===== src/rtl/hazard_ctrl_unit.sv =====
// Decode-side hazard controller: tracks in-flight writers in a small scoreboard and
// derives stall / bubble / flush / freeze controls, plus saturating stall counters.
module hazard_ctrl_unit #(
  parameter int REG_AW     = 4,
  parameter int PIPE_DEPTH = 3,
  parameter int BR_DEPTH   = 2,
  parameter int CNT_W      = 16
) (
  input  logic              clk,
  input  logic              rst_n,
  input  logic              dec_valid,
  input  logic [3:0]        dec_opcode,
  input  logic [REG_AW-1:0] srcReg1,
  input  logic [REG_AW-1:0] srcReg2,
  input  logic [REG_AW-1:0] dec_dstReg,
  input  logic              dec_regWrite,
  input  logic              dec_memRead,
  input  logic              br_taken,
  input  logic              mem_busy,
  output logic              stall_if,
  output logic              bubble_ex,
  output logic              flush_ifid,
  output logic              freeze,
  output logic [CNT_W-1:0]  hz_stall_cnt,
  output logic [CNT_W-1:0]  mem_stall_cnt
);

  localparam logic [3:0] OP_BR = 4'hD;
  localparam logic [PIPE_DEPTH-1:0] BR_MASK = PIPE_DEPTH'((1 << BR_DEPTH) - 1);

  typedef struct packed {
    logic              v;
    logic              wr;
    logic              ld;
    logic [REG_AW-1:0] dst;
  } sb_ent_t;

  sb_ent_t [PIPE_DEPTH-1:0] sb_q, sb_d;
  logic [CNT_W-1:0]         hz_cnt_q, hz_cnt_d, mem_cnt_q, mem_cnt_d;

  logic [PIPE_DEPTH-1:0] wr_s1, wr_s2;
  logic                  src2_used, load_use, br_haz, hazard;

  // R0 is hardwired zero, so it never matches as a live writer
  for (genvar k = 0; k < PIPE_DEPTH; k++) begin : g_match
    assign wr_s1[k] = sb_q[k].v & sb_q[k].wr & (sb_q[k].dst == srcReg1) & (srcReg1 != '0);
    assign wr_s2[k] = sb_q[k].v & sb_q[k].wr & (sb_q[k].dst == srcReg2) & (srcReg2 != '0);
  end

  always_comb begin
    src2_used = ~((dec_opcode == 4'h4) | (dec_opcode == 4'h5) |
                  (dec_opcode == 4'h6) | dec_opcode[3]);
    load_use  = sb_q[0].ld & (wr_s1[0] | (src2_used & wr_s2[0]));
    br_haz    = (dec_opcode == OP_BR) & (|(wr_s1 & BR_MASK));
    hazard    = dec_valid & (load_use | br_haz);
  end

  always_comb begin
    freeze     = rst_n & mem_busy;
    stall_if   = rst_n & (freeze | hazard);
    bubble_ex  = rst_n & hazard & ~freeze;
    flush_ifid = rst_n & br_taken & dec_valid & ~stall_if;
  end

  always_comb begin
    sb_d      = sb_q;
    hz_cnt_d  = hz_cnt_q;
    mem_cnt_d = mem_cnt_q;
    if (!freeze) begin
      for (int k = 1; k < PIPE_DEPTH; k++) sb_d[k] = sb_q[k-1];
      if (hazard || !dec_valid) sb_d[0] = '0;
      else sb_d[0] = '{v: 1'b1, wr: dec_regWrite, ld: dec_memRead, dst: dec_dstReg};
    end
    if (bubble_ex && hz_cnt_q != '1) hz_cnt_d = hz_cnt_q + 1'b1;
    if (freeze && mem_cnt_q != '1)   mem_cnt_d = mem_cnt_q + 1'b1;
  end

  always_ff @(posedge clk) begin
    if (!rst_n) begin
      sb_q      <= '0;
      hz_cnt_q  <= '0;
      mem_cnt_q <= '0;
    end else begin
      sb_q      <= sb_d;
      hz_cnt_q  <= hz_cnt_d;
      mem_cnt_q <= mem_cnt_d;
    end
  end

  assign hz_stall_cnt  = hz_cnt_q;
  assign mem_stall_cnt = mem_cnt_q;

endmodule


===== config.mk =====
export PLATFORM = sky130hd
export DESIGN_NAME = hazard_ctrl_unit
export DESIGN_NICKNAME = d
export VERILOG_FILES = /design/src/rtl/hazard_ctrl_unit.sv
export SDC_FILE = /design/constraint.sdc
export NUM_CORES = 1
export LEC_CHECK = 0
export ABC_AREA = 0
export CAP_MARGIN = 30
export CORE_MARGIN = 2
export CORE_UTILIZATION = 49
export DETAILED_ROUTE_END_ITERATION = 8
export PLACE_DENSITY_LB_ADDON = 0.1
export SYNTH_ARGS = -nofsm -noshare
export SYNTH_HDL_FRONTEND = slang
export SYNTH_SLANG_ARGS = --single-unit

===== constraint.sdc =====
create_clock -name clk -period 2.5 [get_ports clk]
set_clock_uncertainty 0.05 [all_clocks]
set_input_delay 0.5 -clock clk [delete_from_list [all_inputs] [get_ports clk]]
set_output_delay 0.5 -clock clk [all_outputs]
set_load 0.005 [all_outputs]

## Yosys cells after proc, flatten, opt, wreduce, memory -nomap -nowiden

Cells that the tools add are included.

| storage, ports and cells | value |
|---|---|
| flip-flop bits (word level) | 45 |
| input port bits | 23 |
| output and inout port bits | 36 |
| logic and storage cells | 56 |

| operators by class | value |
|---|---|
| add/subtract/negate cells | 2 |
| equality and inequality tests | 9 |
| muxes and demuxes | 1 |
| bitwise operators | 28 |
| reductions and logical operators | 7 |

Operators by type and width:

| operator | number |
|---|---|
| 16-bit by 1-bit adder with 16-bit output (second input constant) | 2 |
| 16-bit != test (second input constant) | 2 |
| 1-bit bitwise AND | 19 |
| 4-bit by 3-bit == test with 1-bit output (second input constant) | 3 |
| 4-bit == test | 3 |
| 4-bit nonzero test | 2 |
| 7-bit two-way mux | 1 |
| 1-bit OR | 6 |
| 4-bit == test (second input constant) | 1 |
| 1-bit NOT | 3 |
| 1-bit logical AND | 2 |
| 2-bit OR reduction | 1 |
| 1-bit zero test | 1 |
| 1-bit logical OR | 1 |

## Logic depth before layout (Yosys ltp)

| depth | value |
|---|---|
| word-level depth | 14 |
| gate-level depth with buffers | 8 |
| depth with buffers taken out | 7 |

## Least setup slack after synthesis

No wires, ideal clock.

| timing path | value |
|---|---|
| kind | in2out |
| from | in srcReg1[1] |
| to | out stall_if |
| data arrival time | 1.713 ns |
| required time | 1.950 ns |
| path slack | 0.237 ns |
| cell stages on the path | 7 |
| buffers on the path | 2 |
| cells stage by stage | or4_1 nand4_1 o311a_1 buf_6 buf_6 nor2b_1 o21a_1 |

| on the way | value |
|---|---|
| longest elaborated chain between the ends | 9 |
| elaborated cells on any way between the ends | 15 |
| those cells by class | 2 x eq/ne; 11 x bitwise; 2 x reduce/logical |

RTL lines:

| what | RTL line | RTL |
|---|---|---|
| from (decl) | 13 | `input logic [REG_AW-1:0] srcReg1,` |
| 4-bit == test | 46 | `assign wr_s1[k] = sb_q[k].v & sb_q[k].wr & (sb_q[k].dst == srcReg1) & (srcReg1 != '0);` |
| 1-bit bitwise AND (2 in series) | 46 |  |
| 1-bit OR or 2-bit OR reduction (tied branches) | 53, 54 |  |
| 1-bit bitwise AND, on equally long branches | 53, 54 |  |
| 1-bit OR (*) | 55 | `hazard = dec_valid & (load_use \| br_haz);` |
| 1-bit bitwise AND (*) | 55 |  |
| 1-bit OR (*) | 60 | `stall_if = rst_n & (freeze \| hazard);` |
| 1-bit bitwise AND (*) | 60 |  |
| to (decl) | 20 | `output logic stall_if,` |

Mark *: on every way between the ends. The rest lies on a longest branch, timed or not.

## Final worst setup path

Ends and elaborated chain as after synthesis.

==> metrics <==
vias=2230; largest net degree at the start of global routing=27; total grt overflow=0; most used cell, CP=buf_2; first-pass iteration count of the detailed router=4; initial antenna violation count=0; R2R Path End=hz_stall_cnt[12]; Residual DRC=0; site row count=25; CTS H-tree lvls=2; All-Layer GR Usage=0.220; CTS Root Cell=clkbuf_8; max cap viols=0; worst skew pair latency=roughly 0.3 ns; CP required=~2.0 ns; CORE AREA=0.00466 sq mm; HPWL Detailed=around 4200 um; CTS tree=built; Worst setup SP type=primary input; worst r2r src=sb_q[1]; Final setup viols=0; fin util=0.700; clk slew on worst S/H paths=0.08 ns; worst hold margin=~0.45 ns; async set or reset register ratio after synthesis=0; Worst Setup End Kind=output pin; Mapped Area=approximately 0.0023 sq mm; top post-synthesis cells by area=dfxtp_1, mux2i_1, xor2_1, nand2_1, nor2_1; Arrival @ worst endpoint=between 1.5 and 2 ns; drt total wl=5720 um; clock sinks=45; status=completed; number of flops mapped to enable cells by yosys=0; Yosys warning count=0; Hold Crit Endpoint=hz_stall_cnt[5]; vias in the first global route=1949; Yosys reg bits=45; Finished Layout Cells=399; CP Max Fanout=4; final worst path period share=0.976; Clock Tree Buf Depth=2; fin nets=369; worst setup margin=between 0.05 and 0.06 ns; Pwr per Cell Area=442 mW/mm^2; Placed Cells=390; post-synth top area share=0.385; worst-margin pin slew=0.801 ns; n_diodes=0; leading cell type in the layout, fill and taps excluded=clkdlybuf4s50_1; worst min path class=reg2reg; Die Y=~73 um; distinct cell type count after synthesis=47; Layout Area Growth over Synthesis=39.3%; worst reg2reg setup slack=roughly 0.27 ns; CTS Buf Count=5; Non-Filler Cell Area, Final=between 0.003 and 0.004 sq mm; Buffers on Ports=between 50 and 60; highest-count cells in the layout ignoring fill and taps=clkdlybuf4s50_1, dfxtp_1, buf_4; Mapped Cells=about 260; sequential share of the synthesized area=0.385; area of the die=between 0.005 and 0.006 sq mm; Worst Setup Path Type=in2out; fin. max-slew vios=0; Yosys top cell by area=dfxtp_1; Rel. slew slack=0.464; Hold Fails Final Rpt=0; post-place instance area=between 0.003 and 0.004 sq mm; # fillers=between 300 and 400; crit-path cells=buf_2, or4_1, nand4_1, o311a_4, buf_6, nor2b_4, o21a_1, buf_2; hold_buf cts=0; Max Clk Rate=approximately 410 MHz; hold path startpoint=hz_stall_cnt[5]; Routed Antenna Nets=0; global-route wire length before repair=approximately 9100 um; Mapped Nets=just under 300; total power=roughly 1.4 mW; VDD IR max=240 uV; routed len/inst=about 14 um; GPL Wtd Cong=between 0.8 and 0.9; Final min period=approximately 2.4 ns; CP max stage cell=or4_1; Synth Flop Type=dfxtp_1; Die W=around 73 um; Worst Hold Depth=2; routed vias/inst=5.59; starting density of the core=0.502; setup_tns=0 ns; Place WS=-0.614 ns; max incr delay on CP=~0.5 ns; Static Leak=1.18 nW; First DRT Iteration DRCs=133; # IOs=between 50 and 60; synthesized area per cell=between 8 and 9 sq um; layout cell share with drive strength beyond 1=0.180; worst-case reg-to-reg path depth=7
-- Yosys cell counts, drive strengths merged (3+ instances only) --
master,instances
and2,4
nand2b,7
o21ai,11
dfxtp,45
or4,9
clkbuf,4
a22o,6
nor4,6
or3,10
nor2,22
and4,3
o31ai,4
nor3,4
xor2,11
nand2,22
xnor2,8
a21oi,12
buf,8
nand4,13
inv,7
nand3,11
mux2i,15
-- cell families (layout without fill, tap and decap cells) --
logic type,after synthesis,count (layout),synth area share
compound gates,42,42,0.121
xor+xnor,19,19,0.0711
fa+ha+maj,2,2,0.0107
buf+inv,19,100,0.0401
flops,45,45,0.385
mux,15,15,0.0641
simple gates,122,122,0.308
-- power by group --
part | switching [mW] | total [mW] | internal, mW
clock | 0.246 | 0.572 | 0.326
sequential | 0.0104 | 0.737 | 0.727
combinational | 0.0589 | 0.132 | 0.0731
-- per-layer routing --
| metal | vias up | share of wire | track usage |
|---|---|---|---|
| met1 | 1048 | 0.48 | 0.291 |
| met5 | - | 0 | 0 |
| met2 | 48 | 0.47 | 0.347 |
| met3 | 5 | 0.044 | 0.0594 |
| li1 | 1129 | - | - |
| met4 | 0 | 0.0077 | 0.0679 |
-- worst max-delay path: cells and delay by family --
kind	cells	cell delay, ns
compound gates	2	0.36
buf+inv	3	0.36
simple gates	3	0.66
-- worst max-delay path by stage --
stage	endpoint	from
floorplan	stall_if	srcReg1[1]
global placement	flush_ifid	srcReg1[1]
detailed placement	bubble_ex	srcReg1[3]
CTS	stall_if	dec_opcode[0]
global route	stall_if	srcReg1[0]
finish	stall_if	srcReg1[1]
-- registers in the layout (all words and copies together) (netlist names) --
signal,count
mem_stall_cnt,16
sb_q,13
hz_stall_cnt,16
-- cell type report --
| type | count | area, sq um | share of cell area |
|---|---|---|---|
| clock buffer | 7 | 86.3 | 0.0265 |
| clock inverter | 1 | 30.0 | 0.00921 |
| sequential | 45 | 906 | 0.278 |
| tap | 54 | 67.6 | 0.0207 |
| inverter | 7 | 26.3 | 0.00806 |
| timing repair buffer | 85 | 761 | 0.233 |
| multi-input combinational | 200 | 1390 | 0.425 |
-- repair_timing --
| action | CTS | global route |
|---|---|---|
| resized for setup | 36 | 16 |
| gates cloned | 0 | 0 |
| endpoints found under the hold margin | 0 | 0 |
| pin swaps | 7 | 9 |
| setup buffers | 1 | 0 |
| endpoints found under the setup margin | 5 | 4 |
No activity file was read; power rests on OpenSTA's default activity.
